`src/rtl/qos_arb_pkg.sv`:
```
// Shared constants and helpers for the QoS arbiter: mode encodings and the
// index-to-one-hot conversion used to build the registered grant vector.
package qos_arb_pkg;

  localparam logic [1:0] MODE_RR   = 2'd0;
  localparam logic [1:0] MODE_TBL  = 2'd1;
  localparam logic [1:0] MODE_WRR  = 2'd2;
  localparam logic [1:0] MODE_PRIO = 2'd3;

  localparam int MAX_CH    = 16;
  localparam int MAX_IDX_W = 4;

  function automatic logic [MAX_CH-1:0] idx_to_onehot(input logic [MAX_IDX_W-1:0] idx);
    logic [MAX_CH-1:0] oh;
    oh      = '0;
    oh[idx] = 1'b1;
    return oh;
  endfunction

endpackage

```
`src/rtl/qos_rr_pick.sv`:
```
// Rotating priority encoder: finds the first set bit of vec scanning upward
// from start (inclusive), wrapping modulo W. W must be a power of two.
module qos_rr_pick #(
  parameter int W  = 4,
  parameter int IW = $clog2(W)
) (
  input  logic [W-1:0]  vec,
  input  logic [IW-1:0] start,
  output logic          found,
  output logic [IW-1:0] idx
);

  logic [IW-1:0] pos;

  // NOTE: every variable written here gets a default first, so no path
  // through the block can leave it unassigned and infer a latch.
  always_comb begin
    found = 1'b0;
    idx   = '0;
    pos   = '0;
    for (int i = 0; i < W; i++) begin
      pos = start + IW'(i);
      if (!found && vec[pos]) begin
        found = 1'b1;
        idx   = pos;
      end
    end
  end

endmodule

```
`src/rtl/qos_arbiter.sv`:
```
// N-channel QoS arbiter with run-time selectable RR, table, weighted RR and
// weight-priority modes, a grant/ack handshake and registered one-hot grant.
module qos_arbiter
  import qos_arb_pkg::*;
#(
  parameter int N_CH      = 4,
  parameter int IDX_W     = $clog2(N_CH),
  parameter int TBL_DEPTH = 16,
  parameter int W_BITS    = 2
) (
  input  logic                       clk,
  input  logic                       reset,
  input  logic                       enb,
  input  logic [1:0]                 sel,
  input  logic [N_CH-1:0]            req,
  input  logic                       ack,
  // "table" is a reserved word, hence the prefix.
  input  logic [TBL_DEPTH*IDX_W-1:0] arb_table,
  input  logic [N_CH*W_BITS-1:0]     weight,
  output logic [N_CH-1:0]            grant,
  output logic [IDX_W-1:0]           grant_idx,
  output logic                       grant_vld
);

  localparam int TBL_W = $clog2(TBL_DEPTH);

  logic [IDX_W-1:0]  rr_ptr;
  logic [TBL_W-1:0]  tbl_ptr;
  logic [W_BITS-1:0] credit;
  logic [1:0]        sel_q;

  logic              mode_change;
  logic              arb_en;
  logic [IDX_W-1:0]  rr_start;
  logic [W_BITS-1:0] cur_wgt;
  logic              wrr_stay;

  logic              rr_found;
  logic [IDX_W-1:0]  rr_idx;

  logic [TBL_DEPTH-1:0] tbl_vec;
  logic [TBL_W-1:0]     tbl_start;
  logic                 tbl_found;
  logic [TBL_W-1:0]     tbl_hit;
  logic [IDX_W-1:0]     tbl_ch;

  logic              prio_found;
  logic [IDX_W-1:0]  prio_idx;
  logic [W_BITS-1:0] prio_w;

  logic              nxt_vld;
  logic [IDX_W-1:0]  nxt_idx;
  logic [N_CH-1:0]   nxt_grant;
  logic [IDX_W-1:0]  nxt_rr;
  logic [TBL_W-1:0]  nxt_tbl;
  logic [W_BITS-1:0] nxt_credit;
  logic [MAX_IDX_W-1:0] idx_ext;
  logic [MAX_CH-1:0]    idx_oh;

  assign mode_change = (sel != sel_q);
  assign arb_en      = enb && (!grant_vld || ack || !req[grant_idx]);
  assign rr_start    = rr_ptr + 1'b1;
  assign cur_wgt     = weight[rr_ptr*W_BITS +: W_BITS];
  assign tbl_start   = mode_change ? '0 : tbl_ptr;
  assign tbl_ch      = arb_table[tbl_hit*IDX_W +: IDX_W];

  // The current WRR channel keeps the grant while it has credit left.
  assign wrr_stay = grant_vld && !mode_change && ack && req[rr_ptr] &&
                    (credit < cur_wgt);

  always_comb begin
    tbl_vec = '0;
    for (int k = 0; k < TBL_DEPTH; k++) begin
      tbl_vec[k] = req[arb_table[k*IDX_W +: IDX_W]];
    end
  end

  qos_rr_pick #(.W(N_CH), .IW(IDX_W)) u_rr_pick (
    .vec   (req),
    .start (rr_start),
    .found (rr_found),
    .idx   (rr_idx)
  );

  qos_rr_pick #(.W(TBL_DEPTH), .IW(TBL_W)) u_tbl_pick (
    .vec   (tbl_vec),
    .start (tbl_start),
    .found (tbl_found),
    .idx   (tbl_hit)
  );

  // Strict '>' keeps the lowest index on equal weights.
  always_comb begin
    prio_found = 1'b0;
    prio_idx   = '0;
    prio_w     = '0;
    for (int c = 0; c < N_CH; c++) begin
      if (req[c] && (!prio_found || weight[c*W_BITS +: W_BITS] > prio_w)) begin
        prio_found = 1'b1;
        prio_idx   = IDX_W'(c);
        prio_w     = weight[c*W_BITS +: W_BITS];
      end
    end
  end

  always_comb begin
    nxt_vld    = grant_vld;
    nxt_idx    = grant_idx;
    nxt_rr     = rr_ptr;
    nxt_tbl    = tbl_ptr;
    nxt_credit = credit;
    if (!enb) begin
      nxt_vld = 1'b0;
      nxt_idx = '0;
    end else begin
      if (mode_change) begin
        nxt_tbl    = '0;
        nxt_credit = '0;
      end
      if (arb_en) begin
        nxt_vld = 1'b0;
        nxt_idx = '0;
        case (sel)
          MODE_RR: begin
            if (rr_found) begin
              nxt_vld = 1'b1;
              nxt_idx = rr_idx;
              nxt_rr  = rr_idx;
            end
          end
          MODE_TBL: begin
            if (tbl_found) begin
              nxt_vld = 1'b1;
              nxt_idx = tbl_ch;
              nxt_tbl = tbl_hit + 1'b1;
            end
          end
          MODE_WRR: begin
            if (wrr_stay) begin
              nxt_vld    = 1'b1;
              nxt_idx    = rr_ptr;
              nxt_credit = credit + 1'b1;
            end else if (rr_found) begin
              nxt_vld    = 1'b1;
              nxt_idx    = rr_idx;
              nxt_rr     = rr_idx;
              nxt_credit = '0;
            end
          end
          default: begin
            if (prio_found) begin
              nxt_vld = 1'b1;
              nxt_idx = prio_idx;
            end
          end
        endcase
      end
    end

    idx_ext              = '0;
    idx_ext[IDX_W-1:0]   = nxt_idx;
    idx_oh               = idx_to_onehot(idx_ext);
    nxt_grant            = nxt_vld ? idx_oh[N_CH-1:0] : '0;
  end

  // NOTE: state registers use non-blocking assignments so every flop samples
  // the pre-edge values of the others, matching real hardware.
  always_ff @(posedge clk or posedge reset) begin
    if (reset) begin
      grant     <= '0;
      grant_idx <= '0;
      grant_vld <= 1'b0;
      rr_ptr    <= IDX_W'(N_CH - 1);
      tbl_ptr   <= '0;
      credit    <= '0;
      sel_q     <= MODE_RR;
    end else begin
      grant     <= nxt_grant;
      grant_idx <= nxt_idx;
      grant_vld <= nxt_vld;
      rr_ptr    <= nxt_rr;
      tbl_ptr   <= nxt_tbl;
      credit    <= nxt_credit;
      if (enb) sel_q <= sel;
    end
  end

endmodule

```
`config.mk`:
```
export PLATFORM = sky130hd
export DESIGN_NAME = qos_arbiter
export DESIGN_NICKNAME = d
export VERILOG_FILES = /design/src/rtl/qos_arb_pkg.sv /design/src/rtl/qos_rr_pick.sv /design/src/rtl/qos_arbiter.sv
export SDC_FILE = /design/constraint.sdc
export NUM_CORES = 1
export LEC_CHECK = 0
export BUFFER_PORTS_ARGS = -buffer_cell sky130_fd_sc_hd__buf_2
export CORE_MARGIN = 4
export CORE_UTILIZATION = 23
export DETAILED_ROUTE_END_ITERATION = 7
export HOLD_SLACK_MARGIN = 0.08
export PLACE_DENSITY = 0.37
export SLEW_MARGIN = 20
export SYNTH_ARGS = -nofsm -noshare
export SYNTH_HDL_FRONTEND = slang
export SYNTH_HIERARCHICAL = 1
export SYNTH_SLANG_ARGS = --single-unit
```
`constraint.sdc`:
```
create_clock -name clk -period 11.7 [get_ports clk]
set_input_delay 2.925 -clock clk [delete_from_list [all_inputs] [get_ports clk]]
set_output_delay 2.925 -clock clk [all_outputs]
set_load 0.02 [all_outputs]
```
Yosys cells after proc, flatten, opt, wreduce, memory -nomap -nowiden. Index checks and enable logic that the tools add are counted.

$add $sub $neg: 21. Order comparisons: 44. Eq/ne operators: 4. Shift operators: 2. Multiplexer cells: 155. Reduce and logical (&&, ||, !) cells: 59.

Operators with widths (count): $mux W4 (21); $lt A4 B5 Y1 const B (16); $mux W1 (70); $lt A2 B3 Y1 const B (22); $bmux W1 S4 (16); $bmux W1 S2 (22); $mux W2 (22); $add A4 B4 Y4 const B (8); $shiftx A32 B6 Y2 (1); $logic_and A1 B1 Y1 (27); $logic_not A1 Y1 (24); $add A4 B3 Y4 const B (4); $add A4 B1 Y4 const B (2); $add A4 B2 Y4 const B (2); $shiftx A8 B4 Y2 (1); $add A2 B1 Y2 const B (3); $gt A2 B2 Y1 (3); $pmux W2 S3 (1); $logic_or A1 B1 Y1 (5); $lt A2 B5 Y1 const B (1); $add A2 B2 Y2 const B (2); $pmux W2 S2 (1); $reduce_and A4 Y1 (1); $pmux W1 S3 (1); other kinds (9) (9).

Bits in registers: 17. Bits of input ports: 50. Output and inout bits: 7. Word-level logic and storage cells: 292.

Depth between registers and ports, before layout. Gate-level depths: netlist of the first run.

Word-level depth: 60. Depth in mapped cells: 28. Gate-level depth less buffers: 20.

Hierarchy. The synthesis of the first run kept the hierarchy.

Modules (own cells, without submodules): qos_rr_pick at u_tbl_pick (times used 1, cells an instance 280, area an instance 2472.4 um^2, seq. area each 0.0 um^2); qos_arbiter (times used 1, cells an instance 197, area an instance 2118.3 um^2, seq. area each 427.9 um^2); qos_rr_pick at u_rr_pick (times used 1, cells an instance 15, area an instance 77.6 um^2, seq. area each 0.0 um^2).

Least setup slack after synthesis of the first run. Ideal clock, no wire load.

Kind: input to register. Start: input sel[0]. End: register grant[2]. Setup time: 0.136 ns. Arrival time: 9.452 ns. Data required time: 11.564 ns. Path slack: 2.111 ns. Stages on the path: 22. Buffers on the path: 6. Path through: buf_6 -> xor2_1 -> nor2_1 -> and2_1 -> clkbuf_1 -> clkbuf_1 -> clkinv_1 -> ha_1 -> buf_2 -> clkbuf_1 -> mux4_2 -> mux4_2 -> nor3_4 -> nand3_2 -> or4_1 -> a32oi_1 -> buf_6 -> mux4_1 -> mux4_2 -> a21oi_1 -> a221oi_2 -> nor3b_1.

Longest elaborated chain between the ends: 60. Elaborated cells between the ends (all ways): 136. Classes of those cells: 15 x add/sub; 2 x order compare; 3 x eq/ne; 1 x shift; 78 x mux; 37 x reduce/logical.

Ends and longest elaborated chain: start, declared (line qos_arbiter.sv:14) `input logic [1:0] sel,`; $ne A2 B2 Y1 (*) (line qos_arbiter.sv:60) `assign mode_change = (sel != sel_q);`; $mux W4 (*) (line qos_arbiter.sv:64) `assign tbl_start = mode_change ? '0 : tbl_ptr;`; named net tbl_start[1] (line qos_arbiter.sv:42) `logic [TBL_W-1:0] tbl_start;`; parallel branches: the longest is 47 deep, another holds $add A4 B1 Y4; $mux W4 (*) (line qos_rr_pick.sv:23) `if (!found && vec[pos]) begin`; named net tbl_hit[0] (line qos_arbiter.sv:44) `logic [TBL_W-1:0] tbl_hit;`; $shiftx A32 B6 Y2 (*) (line qos_arbiter.sv:65) `assign tbl_ch = arb_table[tbl_hit*IDX_W +: IDX_W];`; $mux W2 (*) (line qos_arbiter.sv:132) `if (tbl_found) begin`; [... 2 more ...]; $mux W2 (*) (line qos_arbiter.sv:112) `if (!enb) begin`; named net nxt_idx[1] (line qos_arbiter.sv:52) `logic [IDX_W-1:0] nxt_idx;`; $lt A2 B5 Y1 (not written as such) / $ge A2 B1 Y1 (equally long branches) (line qos_arb_pkg.sv:16) `oh[idx] = 1'b1;`; $logic_and A1 B1 Y1 (not written as such) (line qos_arb_pkg.sv:16); $mux W1 (not written as such) (line qos_arb_pkg.sv:16); $demux W1 S2 (*) (line qos_arb_pkg.sv:16); $mux W4 (*) (line qos_arbiter.sv:163) `nxt_grant = nxt_vld ? idx_oh[N_CH-1:0] : '0;`; named net nxt_grant[2] (line qos_arbiter.sv:53) `logic [N_CH-1:0] nxt_grant;`; end signal, assigned (line qos_arbiter.sv:178) `grant <= nxt_grant;`; end, declared (line qos_arbiter.sv:20) `output logic [N_CH-1:0] grant,`.

Mark *: on every way through the listed nets, which the timed path passes. The select of a mux whose other input is x is not followed. A chain may end at the register's enable or synchronous reset.

Worst setup path after layout of the first run. Same ends and word-level chain as after synthesis.

==> results by group, run 1 <==
Detailed routing
  – Per-cell routed wire length: ~22 um
  – DRT Pass-1 Iters: 5
  – DRC viols: 0
  – Post-DRT Antenna Nets: 0
  – Iteration-0 DRC Markers: 446
  – Routed wire length: 17100 um
  – Vias per cell: 5.69
  – Via count: about 4500

Cells and area
  – Post-Layout Inst Area: 5230 um2
  – Layout net count: 592
  – Filler Cells Inserted: ~2100
  – Antenna fix cells: 0
  – Synth-to-Final Area Change: 12.0%
  – Ratio of cells with drive above 1 in the final layout: 0.293

Flow run
  – Max-Cap Viols: 0

Clock tree
  – Reg clk slew, reported paths: 50 ps
  – CTS tree: done
  – Postcts setup bufs: 0
  – Clock Sinks: 17
  – H-tree depth: 1
  – Post_cts resized: 0
  – Clock Tree Buf Depth: 2
  – Hold Buf Count CTS: 0
  – Worst-skew pair later-pin latency: 240 ps
  – CTS root buf: clkbuf_16
  – CTS Buf Count: 3

Worst setup path
  – Worst path max stage delay: slightly below 900 ps
  – Worst path slowest cell: ha_1
  – Crit path arrival time: 10350 ps
  – CP bufs+invs: 4
  – Crit-path max FO: 32
  – Setup CP Type: primary input to register
  – Worst Setup End Kind: register
  – Crit path max-delay family: simple AND/OR/NAND/NOR gates
  – Critical path startpoint category: primary input
  – Crit-path cells: buf_2 > xor2_1 > nor2_1 > and2_1 > buf_4 > clkinv_1 > ha_1 > mux4_2 > mux2i_1 > mux2i_1 > nor4b_4 > nand3_2 > or4_1 > a32oi_1 > buf_4 > mux4_1 > mux4_2 > a21oi_1 > a221oi_2 > nor3b_1
  – Critical path required time: 11810 ps

Floorplan
  – Initial core utilization: 0.237
  – Row cnt: between 50 and 60
  – Die area: 22600 um2
  – Core Region: 19700 um2
  – Die height: roughly 150 um
  – Boundary Pins: 57
  – Width of the die: 150 um

Status
  – Status: completed

STA
  – Final hold vios: 0
  – Worst slew margin: 0.354
  – Fmax: 97.6 MHz
  – Unrepaired setup endpoints after global routing: no
  – Final min period: 10240 ps
  – Setup TNS: 0 ps
  – Max Slew Vio Count: 0
  – Setup violations, final: 0
  – Worst-Margin Slew: 944 ps
  – Period utilization: 0.875
  – Worst Skew: approximately 2.5 ps

Logic synthesis
  – Synthesized area: 4670 um2
  – Yosys warns: 6
  – Asr flop ratio synth: 1.00
  – Cells after Synth: 492
  – Netlist cell types: 82
  – Share of the synthesized area in the top cell type: 0.212
  – Syn_area_per_cell: between 9 and 10 um2
  – Ys flop type: dfrtp_1
  – Yosys reg bits: 17
  – EDFF count, synth: 0
  – Top post-synthesis cells by area: mux4_2, dfrtp_1, mux2i_1
  – Syn_nets: around 560
  – Post-synthesis sequential area ratio: 0.0917
  – Largest area contributor in the netlist: mux4_2

Power
  – Pwr dens: 109 nW/um2
  – Leakage: 1.99 nW
  – Max VDD drop: 0.0000439 V

Global routing
  – Total gr overflow: 0
  – Global-route wire length before repair: between 20000 and 30000 um
  – Vias in the first global route: 4570
  – Antenna violations before repair: 0
  – Tot GR Track Use: 0.149
  – Largest net degree at the start of global routing: 40

Placement
  – DPL Wire Length: 13500 um
  – GPL Wtd Cong: 0.962
  – Dpl cell area: 5150 um2
  – Count of buffers from port buffering: 56

Worst hold path
  – HP Class: register to register
-- Yosys cell counts, types with 5 or more instances --
master     n
mux4_2    44
nand2_1   36
mux2i_1   35
inv_1     31
o21ai_0   24
mux2_2    22
nor2_1    19
clkbuf_1  17
a21oi_1   16
nand3_1   16
dfrtp_1   15
ha_1      15
and2_1    14
nor2b_1   12
mux4_1    11
o211ai_1   9
xnor2_1    9
buf_2      8
nand2b_1   8
a31oi_1    7
buf_6      6
nor3_1     6
a211oi_1   5
o221ai_1   5
o22ai_1    5
xor2_1     5
-- sequential cells by signal (all words and copies together) (netlist names) --
signal     flops
grant          4
tbl_ptr        4
credit         2
grant_idx      2
rr_ptr         2
sel_q          2
grant_vld      1
-- worst register-to-register path: stages (launching register included) --
cell and delay [ps]:
dfrtp_1 380, xor2_1 190, nor2_1 280, and2_1 180, buf_4 350, clkinv_1 410, ha_1 870, mux4_2 640
mux2i_1 280, mux2i_1 270, nor4b_4 680, nand3_2 300, or4_1 700, a32oi_1 210, buf_4 260, mux4_1 590
mux4_2 500, a21oi_1 210, a221oi_2 130, nor3b_1 160
-- final cells by class --
type	count	area, um2	area share
multi-input cells	409	3930	0.752
clock inverters	1	5.00	0.000957
repair buffers	63	333	0.0637
well taps	265	332	0.0634
clock buffers	3	75.1	0.0144
inverters	33	124	0.0237
flip-flops and latches	17	428	0.0819
-- kinds of logic (layout without fill, tap and decap cells) --
group | count (synthesis) | in the layout | share of synthesized area
flip-flops | 17 | 17 | 0.0917
AO/OA/AOI/OAI | 128 | 128 | 0.208
multiplexers | 112 | 112 | 0.402
AND/OR/NAND/NOR | 139 | 139 | 0.162
adder cells (fa/ha/maj) | 15 | 15 | 0.0402
XOR/XNOR | 15 | 15 | 0.0298
buffers and inverters | 66 | 100 | 0.0665
-- layout by cell type, fill, tap and decap left out, types with 13 or more instances in the layout --
| cell | synthesis | routed |
|---|---|---|
| dfrtp_1 | 15 | 15 |
| buf_2 | 8 | 56 |
| o21ai_0 | 24 | 24 |
| mux2_2 | 22 | 22 |
| ha_1 | 15 | 15 |
| and2_1 | 14 | 13 |
| mux4_2 | 44 | 44 |
| mux2i_1 | 35 | 35 |
| nor2_1 | 19 | 19 |
| inv_1 | 31 | 31 |
| nand2_1 | 36 | 36 |
| a21oi_1 | 16 | 16 |
| nand3_1 | 16 | 16 |
-- metal layers --
layer,GRT usage,up-vias,part of all wire
li1,-,2020,-
met4,0.0361,0,0.025
met2,0.237,203,0.46
met5,0,-,0
met3,0.0208,34,0.067
met1,0.213,2244,0.45
-- where the power goes --
part           internal, W  switching, W
registers        0.0000721     0.0000178
clock network    0.0000457     0.0000216
logic             0.000172      0.000241
total             0.000290      0.000280
-- worst paths after layout --
check,from,endpoint,slack [ps],depth (start not counted)
min in group asynchronous,reset,credit[0],2770,2
hold / removal,tbl_ptr[1],tbl_ptr[1],480,1
max in group asynchronous,reset,grant[0],8500,2
setup / recovery,sel[0],grant[2],1460,20
setup reg to reg,sel_q[1],grant[2],3950,19
hold reg to reg,tbl_ptr[1],tbl_ptr[1],480,1
-- through the flow --
step	utilization	total power [W]	hold WS, ps	cells	setup WS (ps)
floorplan	-	0.000384	448	492	2110
global placement	0.261	0.000499	492	787	1540
detailed placement	0.261	0.000496	478	787	1300
CTS	0.265	0.000567	490	791	1530
global route	0.265	0.000609	508	791	920
finish	0.265	0.000570	483	791	1460
No activity file was read; power rests on OpenSTA's default activity.
==> run 2: changes to the inputs <==
--- a/config.mk
+++ b/config.mk
@@ -10,7 +10,7 @@
 export CORE_UTILIZATION = 23
 export DETAILED_ROUTE_END_ITERATION = 7
 export HOLD_SLACK_MARGIN = 0.08
-export PLACE_DENSITY = 0.37
+export PLACE_DENSITY = 0.38
 export SLEW_MARGIN = 20
 export SYNTH_ARGS = -nofsm -noshare
 export SYNTH_HDL_FRONTEND = slang
==> constraint.sdc (replaced) <==
create_clock -name clk -period 8.5 [get_ports clk]
set_input_delay 2.125 -clock clk [delete_from_list [all_inputs] [get_ports clk]]
set_output_delay 2.125 -clock clk [all_outputs]
set_load 0.02 [all_outputs]
==> results by group, run 2 (same netlist as run 1, synthesis figures left out) <==
Status
  – Status: completed (unchanged)

Detailed routing
  – Metal2 WL: 7670 um (was 7820 um)
  – DRC viols: 0 (unchanged)
  – Post-DRT Antenna Nets: 0 (unchanged)
  – Iteration-0 DRC Markers: 312 (was 446)
  – Vias per cell: 5.61 (was 5.69)
  – Via count: 4563 (was 4501)
  – Top sig layer: met4 (unchanged)
  – Metal1 wirelength: 8140 um (was 7670 um)
  – Met3 Wirelength: 1010 um (was 1140 um)
  – Per-cell routed wire length: 21.3 um (was 21.6 um)
  – Routed wire length: 17300 um (was 17100 um)
  – DRT Pass-1 Iters: 5 (unchanged)

Worst setup path
  – Crit path max-delay family: multiplexers (was simple AND/OR/NAND/NOR gates)
  – Crit path arrival time: 8200 ps (was 10350 ps)
  – R2r endpoint: grant[2] (unchanged)
  – Worst r2r src: sel_q[0] (was sel_q[1])
  – Worst Setup End Kind: register (unchanged)
  – Crit-path max FO: 13 (was 32)
  – Worst path slowest cell: or4_1 (was ha_1)
  – Crit-path cells: buf_2 > xor2_1 > nor2_1 > and2_1 > clkinv_1 > buf_4 > ha_1 > mux4_2 > mux2i_1 > mux2i_1 > nor3_4 > nand3_2 > or4_1 > a32oi_2 > buf_4 > mux4_1 > mux4_2 > a21oi_1 > a221oi_2 > nor3b_1 (was buf_2 > xor2_1 > nor2_1 > and2_1 > buf_4 > clkinv_1 > ha_1 > mux4_2 > mux2i_1 > mux2i_1 > nor4b_4 > nand3_2 > or4_1 > a32oi_1 > buf_4 > mux4_1 > mux4_2 > a21oi_1 > a221oi_2 > nor3b_1)
  – R2r worst-path depth: 19 (unchanged)
  – CP bufs+invs: 4 (unchanged)
  – Setup CP Type: primary input to register (unchanged)
  – R2R Setup Slk: 2030 ps (was 3950 ps)
  – Worst path max stage delay: 680 ps (was 870 ps)
  – Critical path startpoint category: primary input (unchanged)
  – Critical path required time: 8620 ps (was 11810 ps)

STA
  – Worst slew margin: 0.317 (was 0.354)
  – Final hold vios: 0 (unchanged)
  – Worst Skew: 2.28 ps (was 2.51 ps)
  – Setup ws final: 414 ps (was 1460 ps)
  – Setup TNS: 0 ps (unchanged)
  – Max Slew Vio Count: 0 (unchanged)
  – Period utilization: 0.951
  – Fmax: 124 MHz
  – Final min period: 8090 ps
  – Setup violations, final: 0 (unchanged)
  – Unrepaired setup endpoints after global routing: no (unchanged)
  – Hold WS: 482 ps (was 483 ps)
  – Worst-Margin Slew: 998 ps (was 944 ps)

Global routing
  – Largest net degree at the start of global routing: 39 (was 40)
  – Global-route wire length before repair: 27400 um (was 26700 um)
  – Vias in the first global route: 4644 (was 4570)
  – Antenna violations before repair: 0 (unchanged)
  – Tot GR Track Use: 0.154 (was 0.149)
  – Total gr overflow: 0 (unchanged)

Floorplan
  – Initial core utilization: 0.237 (unchanged)
  – Die area: 22600 um2 (unchanged)
  – Row cnt: 51 (unchanged)
  – Die height: 150 um (unchanged)
  – Width of the die: 150 um (unchanged)
  – Boundary Pins: 57 (unchanged)
  – Core Region: 19700 um2 (unchanged)

Clock tree
  – Hold Buf Count CTS: 0 (unchanged)
  – Clock Tree Buf Depth: 2 (unchanged)
  – Post_cts resized: 0 (unchanged)
  – CTS tree: done (unchanged)
  – Clock Sinks: 17 (unchanged)
  – Postcts setup bufs: 0 (unchanged)
  – CTS root buf: clkbuf_16 (unchanged)
  – Reg clk slew, reported paths: 50 ps (about the same)
  – CTS Buf Count: 3 (unchanged)
  – H-tree depth: 1 (unchanged)
  – Worst-skew pair later-pin latency: 250 ps (was 240 ps)

Cells and area
  – Synth-to-Final Area Change: 16.1% (was 12.0%)
  – Post-Layout Inst Area: 5420 um2 (was 5230 um2)
  – Ratio of cells with drive above 1 in the final layout: 0.324 (was 0.293)
  – Commonest non-fill, non-tap cell in the layout: buf_2 (unchanged)
  – Biggest regs: grant (4), tbl_ptr (4) (unchanged)
  – Most frequent cells in the layout: buf_2, mux4_2, nand2_1, mux2i_1, inv_1 (unchanged)
  – Layout net count: 615 (was 592)
  – Antenna fix cells: 0 (unchanged)

Power
  – Sw Ratio: 0.482 (was 0.491)
  – Clock share of power: 0.119 (was 0.118)
  – Pwr dens: 147 nW/um2 (was 109 nW/um2)
  – Internal power: 0.000414 W (was 0.000290 W)
  – Flop pwr share: 0.151 (was 0.158)
  – Max VDD drop: 0.0000557 V (was 0.0000439 V)
  – Gate power share: 0.730 (was 0.724)
  – Leakage: 2.10 nW (was 1.99 nW)
  – Net Sw Power: 0.000384 W (was 0.000280 W)

Worst hold path
  – HP Start: tbl_ptr[3] (was tbl_ptr[1])
  – HP Class: register to register (unchanged)
  – Hold-critical path endpoint: tbl_ptr[3] (was tbl_ptr[1])
  – Worst hold stages: 1 (unchanged)

Placement
  – Dpl cell area: 5340 um2 (was 5150 um2)
  – GPL Wtd Cong: 0.881 (was 0.962)
  – Count of buffers from port buffering: 56 (unchanged)
  – DPL Wire Length: 13700 um (was 13500 um)
  – Place WS: 126 ps (was 1300 ps)

Flow run
  – Max-Cap Viols: 0 (unchanged)
==> run 2: cell types whose count changed in the layout (fill, tap and decap cells not counted) <==
cell,change
buf_4,+22
a32oi_1,-1
a32oi_2,+1
buf_12,+1
==> run 2: metal layers <==
layer | global-route usage | vias to the layer above
met5 | 0 | -
met4 | 0.0366 | 0
met3 | 0.0202 | 36
met2 | 0.237 | 183
met1 | 0.228 | 2267
li1 | - | 2077
==> run 2: per-stage QoR <==
step / instances / power (W) / utilization
2_1_floorplan: 492 / 0.000529 / -
3_3_place_gp: 810 / 0.000701 / 0.271
3_5_place_dp: 810 / 0.000699 / 0.271
4_1_cts: 814 / 0.000797 / 0.275
5_1_grt: 814 / 0.000856 / 0.275
6_report: 814 / 0.000798 / 0.275
==> run 2: area by class of cell <==
cell class              count  area [um2]
flip-flops and latches     17         428
multi-input cells         409        3940
fillers                  2115       14300
clock buffers               3        75.1
well taps                 265         332
inverters                  33         124
repair buffers             86         518
clock inverters             1        5.00
==> run 2: how the worst max path moves through the flow <==
stage                      start  endpoint  slack (ps)  cells past startpoint
after floorplan           sel[0]  grant[2]          80                     23
after global placement    sel[0]  grant[2]         120                     20
after detailed placement  sel[0]  grant[2]         130                     20
after CTS                 sel[0]  grant[0]         370                     20
after global routing      sel[0]  grant[1]          50                     20
final                     sel[0]  grant[2]         410                     20
==> run 2: power by group through the flow <==
stage	Combinational [W]	Sequential [W]	Clock, W
global route	0.000633	0.000123	0.000100
global placement	0.000578	0.000123	0
CTS	0.000579	0.000121	0.0000966
floorplan	0.000413	0.000117	0
detailed placement	0.000576	0.000123	0
finish	0.000583	0.000121	0.0000947
